===== src/rtl/m16_pkg.sv =====
// Shared definitions for the M16 imitator blocks.
//   - m16_state_e  : sequencer state encoding (IDLE, RUN, WAIT, STOP)
//   - PHRASE_WORDS : words per phrase
//   - FRAME_PHRASES: phrases per frame
package m16_pkg;

    typedef enum logic [1:0] {
        IDLE = 2'd0,
        RUN  = 2'd1,
        WAIT = 2'd2,
        STOP = 2'd3
    } m16_state_e;

    localparam int PHRASE_WORDS  = 128;
    localparam int FRAME_PHRASES = 32;

endpackage


===== src/rtl/m1_word_timer.sv =====
// Word-slot divider for the M1 frame sequencer.
// Counts 0..WORD_DIV-1. On terminal count it wraps to 0 unless hold is set,
// in which case it parks on the terminal count until hold is released.
// Ports:
//   clk   - system clock
//   reset - asynchronous active-low reset
//   clear - synchronous clear to 0 (sequencer idle)
//   hold  - park on terminal count instead of wrapping
//   tc    - terminal count reached (count == WORD_DIV-1)
module m1_word_timer #(
    parameter int WORD_DIV = 16
) (
    input  logic clk,
    input  logic reset,
    input  logic clear,
    input  logic hold,
    output logic tc
);
    import m16_pkg::*;

    localparam logic [15:0] TC_VAL = 16'(WORD_DIV - 1);

    logic [15:0] cnt_r;

    assign tc = (cnt_r == TC_VAL);

    // Slot counter: cleared while idle, wraps at terminal count unless held.
    always_ff @(posedge clk or negedge reset) begin
        if (!reset) begin
            cnt_r <= 16'd0;
        end else if (clear) begin
            cnt_r <= 16'd0;
        end else if (tc) begin
            if (hold) begin
                cnt_r <= cnt_r;
            end else begin
                cnt_r <= 16'd0;
            end
        end else begin
            cnt_r <= cnt_r + 16'd1;
        end
    end

endmodule


===== src/rtl/m1_frame_sequencer.sv =====
// M1 word filler sequencer for the M16 imitator.
// Issues one-cycle read strobes at a fixed word rate, steps the word pointer
// within a phrase and the group counter across phrases, stalls on serializer
// back-pressure and starts/stops only on phrase boundaries.
// Ports:
//   clk, reset   - clock, asynchronous active-low reset
//   enable       - run request (level)
//   serReady     - serializer can accept the next word
//   bufGetWord   - one-cycle read strobe to the filler
//   bufRdPointer - word index within phrase, stable during the strobe
//   cntGrp       - phrase index within frame
//   wordValid    - bufGetWord delayed by one clock
//   phraseStart  - strobe carries pointer 0
//   frameStart   - strobe carries pointer 0 and group 0
//   busy         - sequencer is not idle
module m1_frame_sequencer
    import m16_pkg::*;
#(
    parameter int WORD_DIV = 16,
    parameter int PTR_W    = $clog2(PHRASE_WORDS),
    parameter int GRP_W    = $clog2(FRAME_PHRASES)
) (
    input  logic             clk,
    input  logic             reset,
    input  logic             enable,
    input  logic             serReady,
    output logic             bufGetWord,
    output logic [PTR_W-1:0] bufRdPointer,
    output logic [GRP_W-1:0] cntGrp,
    output logic             wordValid,
    output logic             phraseStart,
    output logic             frameStart,
    output logic             busy
);

    localparam logic [PTR_W-1:0] PTR_LAST = {PTR_W{1'b1}};

    m16_state_e       state_r, state_nxt_s;
    logic             tc_s, strobe_s, last_word_s;
    logic             buf_get_word_r, word_valid_r, phrase_start_r, frame_start_r, busy_r;
    logic [PTR_W-1:0] ptr_r;
    logic [GRP_W-1:0] grp_r;

    // Divider runs in every state but IDLE; a missing serReady parks it on
    // terminal count, which is what the WAIT state (and a stalled STOP) sits on.
    m1_word_timer #(.WORD_DIV(WORD_DIV)) u_timer (
        .clk   (clk),
        .reset (reset),
        .clear (state_r == IDLE),
        .hold  (!serReady),
        .tc    (tc_s)
    );

    assign last_word_s = (ptr_r == PTR_LAST);

    // Next-state and strobe decode.
    always_comb begin
        state_nxt_s = state_r;
        strobe_s    = 1'b0;
        case (state_r)
            IDLE: begin
                if (enable) begin
                    state_nxt_s = RUN;
                end else begin
                    state_nxt_s = IDLE;
                end
            end
            RUN, WAIT: begin
                strobe_s = tc_s & serReady;
                if (!enable) begin
                    // A deassert landing on the phrase's last strobe ends at once.
                    if (strobe_s && last_word_s) begin
                        state_nxt_s = IDLE;
                    end else begin
                        state_nxt_s = STOP;
                    end
                end else if (tc_s && !serReady) begin
                    state_nxt_s = WAIT;
                end else begin
                    state_nxt_s = RUN;
                end
            end
            STOP: begin
                strobe_s = tc_s & serReady;
                if (enable) begin
                    // Resume without a gap, keeping any pending stall.
                    if (tc_s && !serReady) begin
                        state_nxt_s = WAIT;
                    end else begin
                        state_nxt_s = RUN;
                    end
                end else if (strobe_s && last_word_s) begin
                    state_nxt_s = IDLE;
                end else begin
                    state_nxt_s = STOP;
                end
            end
            default: begin
                state_nxt_s = IDLE;
                strobe_s    = 1'b0;
            end
        endcase
    end

    // State register and registered strobe-related outputs.
    always_ff @(posedge clk or negedge reset) begin
        if (!reset) begin
            state_r        <= IDLE;
            buf_get_word_r <= 1'b0;
            word_valid_r   <= 1'b0;
            phrase_start_r <= 1'b0;
            frame_start_r  <= 1'b0;
            busy_r         <= 1'b0;
        end else begin
            state_r        <= state_nxt_s;
            buf_get_word_r <= strobe_s;
            word_valid_r   <= buf_get_word_r;
            phrase_start_r <= strobe_s & (ptr_r == '0);
            frame_start_r  <= strobe_s & (ptr_r == '0) & (grp_r == '0);
            busy_r         <= (state_nxt_s != IDLE);
        end
    end

    // Pointer/group advance on the clock after each strobe so the pointer
    // stays stable while the strobe is high; group survives a STOP->IDLE.
    always_ff @(posedge clk or negedge reset) begin
        if (!reset) begin
            ptr_r <= '0;
            grp_r <= '0;
        end else if (buf_get_word_r) begin
            ptr_r <= ptr_r + PTR_W'(1);
            if (last_word_s) begin
                grp_r <= grp_r + GRP_W'(1);
            end else begin
                grp_r <= grp_r;
            end
        end else if (state_r == IDLE) begin
            ptr_r <= '0;
            grp_r <= grp_r;
        end else begin
            ptr_r <= ptr_r;
            grp_r <= grp_r;
        end
    end

    assign bufGetWord   = buf_get_word_r;
    assign wordValid    = word_valid_r;
    assign phraseStart  = phrase_start_r;
    assign frameStart   = frame_start_r;
    assign busy         = busy_r;
    assign bufRdPointer = ptr_r;
    assign cntGrp       = grp_r;

endmodule


===== config.mk =====
export PLATFORM = sky130hd
export DESIGN_NAME = m1_frame_sequencer
export DESIGN_NICKNAME = d
export VERILOG_FILES = /design/src/rtl/m16_pkg.sv /design/src/rtl/m1_word_timer.sv /design/src/rtl/m1_frame_sequencer.sv
export SDC_FILE = /design/constraint.sdc
export NUM_CORES = 1
export LEC_CHECK = 0
export ABC_CLOCK_PERIOD_IN_PS = 3200
export BUFFER_PORTS_ARGS = -buffer_cell sky130_fd_sc_hd__buf_2
export CAP_MARGIN = 25
export CORE_ASPECT_RATIO = 1.75
export CORE_MARGIN = 8
export CORE_UTILIZATION = 39
export CTS_CLUSTER_DIAMETER = 40
export DETAILED_ROUTE_END_ITERATION = 8
export GPL_ROUTABILITY_DRIVEN = 0
export GPL_TIMING_DRIVEN = 0
export PLACE_DENSITY = 0.68
export SYNTH_ARGS = -nofsm -noshare
export SYNTH_HDL_FRONTEND = slang
export SYNTH_HIERARCHICAL = 1
export SYNTH_SLANG_ARGS = --single-unit

===== constraint.sdc =====
create_clock -name clk -period 3.2 [get_ports clk]
set_clock_uncertainty 0.2 [all_clocks]
set_input_delay 0.48 -clock clk [delete_from_list [all_inputs] [get_ports clk]]
set_output_delay 0.48 -clock clk [all_outputs]
set_load 0.02 [all_outputs]

After elaboration in Yosys (flattened, before gate mapping)
Index checks and enable logic that the tools add are counted. W data, S select, Z words.

Flip-flop bits (word level): 35. Bits of input ports: 4. Output and inout port bits: 17. Logic and storage cells: 42.

Add/sub/neg operators: 3. Equality and inequality tests: 6. Mux-type cells: 11. Bitwise gates (word level): 3. Reduce and logical (&&, ||, !) cells: 10.

Operators with widths (count): $mux W16 (3); $add A16 B1 Y16 const B (1); $eq A16 B4 Y1 const B (1); $mux W7 (2); $add A7 B1 Y7 const B (1); $eq A7 B7 Y1 const B (1); $logic_not A7 Y1 (1); $mux W2 (3); $add A5 B1 Y5 const B (1); $logic_not A5 Y1 (1); $eq A2 B2 Y1 const B (2); $pmux W2 S2 (1); $reduce_bool A2 Y1 (2); $and A1 B1 Y1 (3); $ne A3 B2 Y1 const B (1); $reduce_or A3 Y1 (1); $eq A2 B1 Y1 const B (1); $logic_and A1 B1 Y1 (2); $logic_not A2 Y1 (1); $mux W1 (2); $reduce_and A2 Y1 (1); $logic_not A1 Y1 (1).

Depth between registers and ports, before layout
Gate-level depths: netlist (run 1).

Depth in word-level cells: 7. Mapped depth: 7. Depth with buffers taken out: 6.

By module
Netlist (run 1), hierarchy kept.

By module, submodules not included: m1_frame_sequencer (times used 1, cells an instance 88, area an instance 908.4 µm², seq. area each 475.5 µm²); m1_word_timer (times used 1, cells an instance 91, area an instance 843.3 µm², seq. area each 400.4 µm²).

Least setup slack after synthesis (run 1)
No wires, ideal clock.

Path type: register -> register. Start: register u_timer.cnt_r[10]. End: register frame_start_r, in the netlist frameStart. Setup time: 68 ps. Arrival time: 2172 ps. Required time: 2932 ps. Setup slack: 760 ps. Stages on the path, launching flop included: 7. Path buffers: 0. Clock period less this slack: 2440 ps. Cells stage by stage: dfrtp_1 or4_1 or4_1 nor4_1 o211a_1 and4_1 and4b_1.

Cells in the longest elaborated chain, start to end: 5.

Ends and longest elaborated chain: start, declared (RTL line m1_word_timer.sv:23) `logic [15:0] cnt_r;`; start signal, assigned (RTL line m1_word_timer.sv:35) `cnt_r <= cnt_r;`; start signal, assigned (RTL line m1_word_timer.sv:40) `cnt_r <= cnt_r + 16'd1;`; $eq A16 B4 Y1 (RTL line m1_word_timer.sv:25) `assign tc = (cnt_r == TC_VAL);`; named net tc_s (RTL line m1_frame_sequencer.sv:39) `logic tc_s, strobe_s, last_word_s;`; $and A1 B1 Y1 (RTL line m1_frame_sequencer.sv:69, m1_frame_sequencer.sv:84); $mux W1; named net strobe_s (RTL line m1_frame_sequencer.sv:39); $and A1 B1 Y1 (2 in a row) (RTL line m1_frame_sequencer.sv:119) `frame_start_r <= strobe_s & (ptr_r == '0) & (grp_r == '0);`; end signal, assigned (RTL line m1_frame_sequencer.sv:119); end, declared (RTL line m1_frame_sequencer.sv:40) `logic buf_get_word_r, word_valid_r, phrase_start_r, frame_start_r, busy_r;`.

The timed path passes the listed nets, and every way through them passes these cells. A chain may end at the register's enable or synchronous reset.

Final worst setup path (run 1)
Same ends and word-level chain as after synthesis.

==> reports/results.ini, run 1 <==
[global_route]
grt_pass1_wl_um = 6720
grt_pass1_vias = 1490
antenna_found_initial = 0
grt_use_total = 0.1191
overflow = 0
grt_max_degree = 36

[sta]
holdWs_ps = 62.27
finalCritPeriodShare = 0.8714
drv_slew = 0
max_freq_mhz = 358.6
finalHoldViolCount = 0
fin_crit_ps = 2789
setup_slack_ps = 411.4
tightest_slew_ps = 773.8
setup_viol = 0
max-slew-margin-rel = 0.4841
rsz0062_at_grt = false
tns_ps = 0

[pwr]
comb_power_share = 0.237
p_switching_w = 0.0004200
pwr-share-clk = 0.276
swShare = 0.3494
worst_ir_drop_vdd_v = 0.0004080
p_per_area_nw_per_um2 = 598.7
p_int_w = 0.0007822
p_leak_nw = 0.9163
total_power_w = 0.001202
p_seq_frac = 0.488

[cells_and_area]
fillCellCount = 431
diodes = 0
syn2layout_area_growth_pct = 14.64
drive_above_1_share = 0.1739
nets = 215
fin_util = 0.4601

[cts]
ctsHoldBuffers = 0
clk_pin_slew_ps = 80
post_cts_buffers = 0
h-tree-depth = 2
cts_tree = yes
worstSkewPairLatency_ps = 290
clock_path_buffers = 2
cts_buffers = 5
clockRootBuffer = clkbuf_8
cts_sinks = 35
ctsResizeCount = 0

[synthesis]
synth_fa_ha_area_frac = 0.03571
yosys-top-cells-area = dfrtp_1 50%, nand2_1 4.1%, nor2_1 3.6%
syn_nets = 188
syn-cell-area_um2 = 1752
ys_types = 36
ys_seq_elements = 35
synth_mux_area_frac = 0.01500
async_flop_share = 1.000
netlist_instances = 179
synth_warnings = 6
synth-simple-area-share = 0.2550
synthXorXnorAreaFrac = 0.07000
synth_compound_area_frac = 0.09214
synth_top_area_share = 0.5000
ys_seq_area_frac = 0.5000
synth_top_family_by_area = simple AND/OR/NAND/NOR gates
ys.flop_type = dfrtp_1
avgSynthCellArea_um2 = 9.786
yosysTopAreaCell = dfrtp_1
synth_edf_count = 0

[placement]
portBuffers = 20
hpwlAfterDp_um = 2706
dp_slack_ps = 419.7

[route]
routed_wl_um = 3692
vias = 1388
drc_errors = 0
wl_per_cell_um = 14.31
drt-initial-drc-count = 41
first_pass_iters = 4
drt-vias-per-instance = 5.380
ant_nets = 0

[floorplan]
die_h_um = 104.7
die_w_um = 66.66
core_area_um2 = 4364
num_rows = 32
io_pins = 21
start_util = 0.4014
dieArea_um2 = 6976

[hold_path]
min_path_type = in2async

[critical_path]
end_kind = flop
reg2reg_slack_ps = 410
worst-r2r-cell-count = 6
crit-reg2reg-capture = frameStart
worstPathRequired_ps = 3230
cp-start-kind = flop
r2r-start = u_timer/cnt_r[10]
path_max_fanout = 5
critPathArrivalTime_ps = 2820
path_class = reg2reg

[run_status]
status = completed

[job]
drv_cap = 0

-- synth_stat cells, types with 2 or more instances --
| cell type | n |
|---|---|
| nand2_1 | 19 |
| a211oi_1 | 3 |
| or4_1 | 7 |
| xor2_1 | 7 |
| nor2_1 | 17 |
| nand3_1 | 9 |
| nand4_1 | 5 |
| o21ai_0 | 6 |
| inv_1 | 10 |
| buf_2 | 3 |
| nand2b_1 | 2 |
| o22ai_1 | 2 |
| nor4_1 | 6 |
| or3_1 | 3 |
| xnor2_1 | 7 |
| a21oi_1 | 5 |
| ha_1 | 5 |
| o31ai_1 | 3 |
| and4_1 | 2 |
| dfrtp_1 | 35 |
| nor3_1 | 8 |
-- power groups by stage --
| stage | logic [W] | clock network, W | registers (W) |
|---|---|---|---|
| detailed placement | 0.000289 | 0 | 0.000595 |
| CTS | 0.000290 | 0.000343 | 0.000586 |
| finish | 0.000285 | 0.000331 | 0.000586 |
| global route | 0.000327 | 0.000360 | 0.000605 |
| global placement | 0.000284 | 0 | 0.000591 |
| floorplan | 0.000199 | 0 | 0.000597 |
-- cells in the final DEF (no fill, tap or decap), drive strengths merged, types with 3 or more instances in the layout --
| cell type | count |
|---|---|
| dfrtp | 35 |
| buf | 23 |
| nand2 | 19 |
| nor2 | 17 |
| inv | 11 |
| nand3 | 10 |
| nor3 | 9 |
| xor2 | 7 |
| xnor2 | 7 |
| or4 | 7 |
| nor4 | 6 |
| o21ai | 6 |
| clkbuf | 6 |
| nand4 | 5 |
| ha | 5 |
| a21oi | 5 |
| a211oi | 3 |
| o31ai | 3 |
| or3 | 3 |
-- critical path, stage by stage (launching register included) --
cell and delay (ps):
dfrtp_1 440, or4_1 570, or4_1 420, nor4_1 410, o211a_1 260, and4_1 240
and4b_1 200
-- flip-flops by register name (all words and copies together), names as in the netlist --
signal,cells
state_r,2
u_timer/cnt_r,16
wordValid,1
frameStart,1
cntGrp,5
bufRdPointer,7
phraseStart,1
bufGetWord,1
busy,1
-- per-stage QoR --
stage | std cells | cell area, um^2
after floorplan | 179 | 1752
after global placement | 250 | 1916
after detailed placement | 250 | 1916
after CTS | 258 | 2008
after global routing | 258 | 2008
final | 258 | 2008
-- cell families after synthesis --
logic type,after synthesis
fa+ha+maj,5
simple gates,84
xor+xnor,14
flops,35
buf+inv,14
compound gates,25
mux,2
-- worst max-delay path by stage --
stage | startpoint | endpoint | slack (ps)
after detailed placement | u_timer/cnt_r[10] | frameStart | 420
after global routing | u_timer/cnt_r[10] | frameStart | 250
after global placement | u_timer/cnt_r[10] | frameStart | 450
final | u_timer/cnt_r[10] | frameStart | 410
after CTS | u_timer/cnt_r[10] | frameStart | 400
after floorplan | u_timer/cnt_r[10] | frameStart | 760
-- routing by layer --
layer  wire length (um)  up-vias  global-route usage
met5                  0        -                   0
met4                100        0             0.06605
met3                 83        8             0.02567
met2               1983       22              0.2041
met1               1524      669              0.1278
li1                   -      689                   -
-- cell type report --
| class | count | area [um^2] | share of cell area |
|---|---|---|---|
| Tap cell | 51 | 63.81 | 0.03178 |
| Clock inverter | 3 | 23.77 | 0.01184 |
| Clock buffer | 5 | 68.82 | 0.03427 |
| Sequential cell | 35 | 875.8 | 0.4361 |
| Multi-Input combinational cell | 130 | 819.5 | 0.4081 |
| Buffer | 4 | 18.77 | 0.009346 |
| Inverter | 10 | 37.54 | 0.01869 |
| Timing Repair Buffer | 20 | 100.1 | 0.04984 |
Power figures use the tool's default switching activity.
==> inputs of run 2 (changes only) <==
GPL_TIMING_DRIVEN = 1   (was 0)
==> reports/results.ini, run 2 (synthesized netlist as in run 1, its figures left out) <==
[critical_path]
path_class = reg2reg
worstSetupStartpoint = u_timer/cnt_r[10]
end_kind = flop
cp-start-kind = flop
crit-reg2reg-capture = frameStart
critPathArrivalTime_ps = 2670  ; -150 ps
worst-r2r-cell-count = 6  ; unchanged
r2r-start = u_timer/cnt_r[10]
worstPathRequired_ps = 3220  ; about the same
path_max_fanout = 5  ; unchanged
reg2reg_slack_ps = 550  ; +140 ps
endpoint = frameStart

[cells_and_area]
fin_util = 0.4610  ; +0.0008600
drive_above_1_share = 0.1659  ; -0.008059
largest_reg_flops = 16  ; unchanged
final_cell_mix = 35 x dfrtp_1, 20 x buf_2, 19 x nand2_1
stdcell_area_um2 = 2012  ; +0.19%
nets = 213  ; -0.93%
mostFrequentLayoutCell = dfrtp_1
diodes = 0  ; unchanged
largest_register = u_timer/cnt_r
syn2layout_area_growth_pct = 14.86

[pwr]
p_int_w = 0.0008253  ; +5.5%
p_seq_frac = 0.485  ; -0.003
pwr-share-clk = 0.287  ; +0.011
p_per_area_nw_per_um2 = 616.7  ; +3.0%
total_power_w = 0.001241  ; +3.2%
comb_power_share = 0.228  ; -0.009
worst_ir_drop_vdd_v = 0.0004274  ; +4.8%
p_switching_w = 0.0004155  ; -1.1%
p_leak_nw = 0.9222  ; +0.64%
swShare = 0.3348  ; -0.01454

[cts]
cts_tree = yes
cts_buffers = 5  ; unchanged
clockRootBuffer = clkbuf_8
cts_sinks = 35  ; unchanged
post_cts_buffers = 0  ; unchanged
worstSkewPairLatency_ps = 280  ; about the same
ctsHoldBuffers = 0  ; unchanged
clk_pin_slew_ps = 70  ; about the same
clock_path_buffers = 2  ; unchanged
h-tree-depth = 2  ; unchanged
ctsResizeCount = 0  ; unchanged

[floorplan]
dieArea_um2 = 6976  ; unchanged
io_pins = 21  ; unchanged
num_rows = 32  ; unchanged
die_h_um = 104.7  ; unchanged
die_w_um = 66.66  ; unchanged
start_util = 0.4014  ; unchanged
core_area_um2 = 4364  ; unchanged

[global_route]
antenna_found_initial = 0  ; unchanged
grt_max_degree = 36  ; unchanged
grt_pass1_vias = 1512  ; +1.5%
grt_use_total = 0.1162  ; -0.002884
grt_pass1_wl_um = 6555  ; -2.5%
overflow = 0  ; unchanged

[route]
ant_nets = 0  ; unchanged
drc_errors = 0  ; unchanged
vias = 1396  ; +0.58%
wl_per_cell_um = 15.12  ; +5.6%
drt-vias-per-instance = 5.453  ; +1.4%
routed_wl_um = 3870  ; +4.8%
first_pass_iters = 4  ; unchanged
drt-initial-drc-count = 34  ; -17%

[placement]
portBuffers = 20  ; unchanged
place_area_um2 = 1912  ; -0.20%
dp_slack_ps = 561.4  ; +141.7 ps
hpwlAfterDp_um = 2807  ; +3.7%

[sta]
tightest_slew_ps = 787.3  ; +13.48 ps
tns_ps = 0  ; unchanged
setup_viol = 0  ; unchanged
max-slew-margin-rel = 0.4752  ; -0.008988
rsz0062_at_grt = false
finalHoldViolCount = 0  ; unchanged
finalCritPeriodShare = 0.8272  ; -0.04423
fin_crit_ps = 2647  ; -141.5 ps
drv_slew = 0  ; unchanged
max_freq_mhz = 377.8  ; +5.3%
setup_slack_ps = 552.9  ; +141.5 ps

[run_status]
status = completed

[job]
drv_cap = 0  ; unchanged

[hold_path]
min_path_type = in2async

==> run 2: cell count changes in the layout (fill, tap and decap cells not counted), sizes merged <==
cell	before	now
inv	11	10
clkbuf	6	8
buf	23	22
clkinvlp	2	0
==> run 2: area by class of cell <==
class                      count  area, um^2
timing repair buffer          22       115.1
clock buffer                   8       100.1
fill                         411        2352
inverter                      10       37.54
tap                           51       63.81
sequential                    35       875.8
multi-input combinational    130       819.5
==> run 2: metrics by stage <==
step | std cells | hold WS, ps
2_1_floorplan | 179 | -15.59
3_3_place_gp | 248 | 277.2
3_5_place_dp | 248 | 289.1
4_1_cts | 256 | 102.3
5_1_grt | 256 | 158.9
6_report | 256 | 76.70
==> run 2: per-layer routing <==
layer,track usage,part of all wire
met2,0.2144,0.55
met5,0,0
met3,0.02460,0.020
met1,0.1191,0.42
met4,0.04455,0.013
==> run 2: worst max-delay path, cell delays in order (launching register included) <==
cell     delay (ps)
dfrtp_1         430
or4_1           550
or4_1           410
nor4_1          390
o211a_1         240
and4_1          190
and4b_1         180
==> run 2: power groups by stage <==
stage	sequential [W]	clock, W	combinational (W)
after floorplan	0.000597	0	0.000199
after global placement	0.000608	0	0.000274
after detailed placement	0.000608	0	0.000280
after CTS	0.000601	0.000364	0.000285
after global routing	0.000615	0.000377	0.000318
final	0.000602	0.000356	0.000283
==> run 2: worst min-delay path by stage <==
| stage | cells after the start | startpoint | to | slack, ps |
|---|---|---|---|---|
| floorplan | 0 | reset | bufGetWord | -20 |
| global placement | 1 | cntGrp[4] | cntGrp[4] | 280 |
| detailed placement | 1 | cntGrp[4] | cntGrp[4] | 290 |
| CTS | 1 | reset | wordValid | 100 |
| global route | 1 | reset | u_timer/cnt_r[9] | 160 |
| finish | 1 | reset | bufRdPointer[5] | 80 |
==> inputs of run 3 (changes only) <==
ABC_CLOCK_PERIOD_IN_PS = 2550   (was 3200)
clock period = 2.55 ns   (was 3.2 ns; I/O delays follow)
==> reports/results.ini, run 3 (synthesized netlist as in run 1, its figures left out) <==
[global_route]
overflow = 0  ; unchanged
met1_usage = 0.1264  ; +0.007314
top_usage_layer = met2
use_met2 = 0.2330  ; +0.01856
met3_usage = 0.02888  ; +0.004278
grt_use_total = 0.1286  ; +0.01237
grt_max_degree = 36  ; unchanged
grt_pass1_wl_um = 7072  ; +7.9%
antenna_found_initial = 0  ; unchanged
grt_pass1_vias = 1617  ; +6.9%

[hold_path]
min_path_type = in2reg
min_from = enable

[floorplan]
start_util = 0.4014  ; unchanged
num_rows = 32  ; unchanged
die_w_um = 66.66  ; unchanged
core_area_um2 = 4364  ; unchanged
die_h_um = 104.7  ; unchanged
io_pins = 21  ; unchanged
dieArea_um2 = 6976  ; unchanged

[run_status]
status = completed

[cells_and_area]
largest_reg_flops = 16  ; unchanged
mostFrequentLayoutCell = dfrtp_1
nets = 224  ; +5.2%
stdcell_area_um2 = 2131  ; +5.9%
fin_util = 0.4882  ; +0.02724
largest_register = u_timer/cnt_r
fillCellCount = 417  ; +1.5%
diodes = 0  ; unchanged
regArea_um2 = 875.8  ; unchanged
multi_input_area_um2 = 840.8  ; +2.6%
syn2layout_area_growth_pct = 21.64
drive_above_1_share = 0.2176  ; +0.05174
final_cell_mix = 35 x dfrtp_1, 20 x buf_2, 19 x nand2_1

[cts]
clk_pin_slew_ps = 80  ; about the same
cts_sinks = 35  ; unchanged
h-tree-depth = 2  ; unchanged
worstSkewPairLatency_ps = 290  ; about the same
clockRootBuffer = clkbuf_8
post_cts_buffers = 0  ; unchanged
cts_tree = yes
clock_path_buffers = 2  ; unchanged
cts_buffers = 5  ; unchanged

[sta]
finalHoldViolCount = 0  ; unchanged
tightest_slew_ps = 791.9  ; +4.599 ps
max-slew-margin-rel = 0.4721  ; -0.003066
max_freq_mhz = 413.0  ; +9.3%
fin_crit_ps = 2421  ; -225.8 ps
holdWs_ps = 163.0  ; +86.31 ps
drv_slew = 0  ; unchanged
tns_ps = 0  ; unchanged
setup_slack_ps = 128.8  ; -424.2 ps
setup_viol = 0  ; unchanged
finalCritPeriodShare = 0.9495  ; +0.1223
rsz0062_at_grt = false

[route]
routed_wl_um = 3971  ; +2.6%
first_pass_iters = 4  ; unchanged
drt-vias-per-instance = 5.404  ; -0.89%
vias = 1443  ; +3.4%
drt-initial-drc-count = 39  ; +15%
drc_errors = 0  ; unchanged
wl_per_cell_um = 14.87  ; -1.6%
ant_nets = 0  ; unchanged

[pwr]
pwr-share-clk = 0.301  ; +0.014
p_per_area_nw_per_um2 = 777.7  ; +26%
p_switching_w = 0.0005396  ; +30%
worst_ir_drop_vdd_v = 0.0005874  ; +37%
comb_power_share = 0.261  ; +0.033
p_leak_nw = 0.9955  ; +7.9%
swShare = 0.3256  ; -0.009214
p_seq_frac = 0.438  ; -0.047
p_int_w = 0.001118  ; +35%

[placement]
hpwlAfterDp_um = 2946  ; +5.0%
portBuffers = 20  ; unchanged
place_area_um2 = 1987  ; +3.9%
dp_slack_ps = 85.48  ; -476.0 ps

[critical_path]
end_kind = flop
path_class = reg2reg
path_max_fanout = 3  ; -2
worstSetupStartpoint = u_timer/cnt_r[10]
r2r-start = u_timer/cnt_r[10]
cp-start-kind = flop
worstPathRequired_ps = 2580  ; -640 ps
critPathArrivalTime_ps = 2450  ; -220 ps

[job]
drv_cap = 0  ; unchanged

run 3: final timing paths:
path	to	slack (ps)	cells after the start
max	frameStart	130	7
max in group asynchronous	u_timer/cnt_r[15]	1130	2
min in group asynchronous	cntGrp[1]	520	2
min	state_r[0]	160	2
min reg2reg	cntGrp[4]	300	1
max reg2reg	frameStart	130	7
run 3: what timing repair did:
action                                  4_1_cts  5_1_grt
resized for setup                             0        3
endpoints found under the setup margin        0        3
endpoints found under the hold margin        29        0
hold buffers                                  1        0
run 3: power by group through the flow:
stage | clock (W) | sequential [W] | combinational, W
detailed placement | 0 | 0.000737 | 0.000425
floorplan | 0 | 0.000749 | 0.000250
global route | 0.000535 | 0.000743 | 0.000491
finish | 0.000499 | 0.000726 | 0.000432
global placement | 0 | 0.000735 | 0.000417
CTS | 0.000515 | 0.000726 | 0.000430
run 3: worst max-delay path, stage by stage, from the launching register on:
cell and delay, ps:
dfrtp_1 370, or4_1 530, or4_1 420, nor4_2 150, buf_4 160, o211a_1 140, and4_1 200, and4b_1 180
run 3: final cells by class:
cell class / count / area share
flip-flops and latches: 35 / 0.4110
multi-input cells: 130 / 0.3946
repair buffers: 33 / 0.09395
clock buffers: 5 / 0.03230
well taps: 51 / 0.02995
clock inverters: 3 / 0.02055
inverters: 10 / 0.01762
run 3: routing by layer:
metal  up-vias  part of all wire  wire length [um]
li1        708                 -                 -
met1       694              0.37              1486
met2        28              0.57              2245
met3        13             0.027               106
met4         0             0.033               133
met5         -                 0                 0
run 3: metrics by stage:
step / std cells / total power [W]
after floorplan: 179 / 0.0009987
after global placement: 258 / 0.001152
after detailed placement: 258 / 0.001161
after CTS: 267 / 0.001671
after global routing: 267 / 0.001769
final: 267 / 0.001657
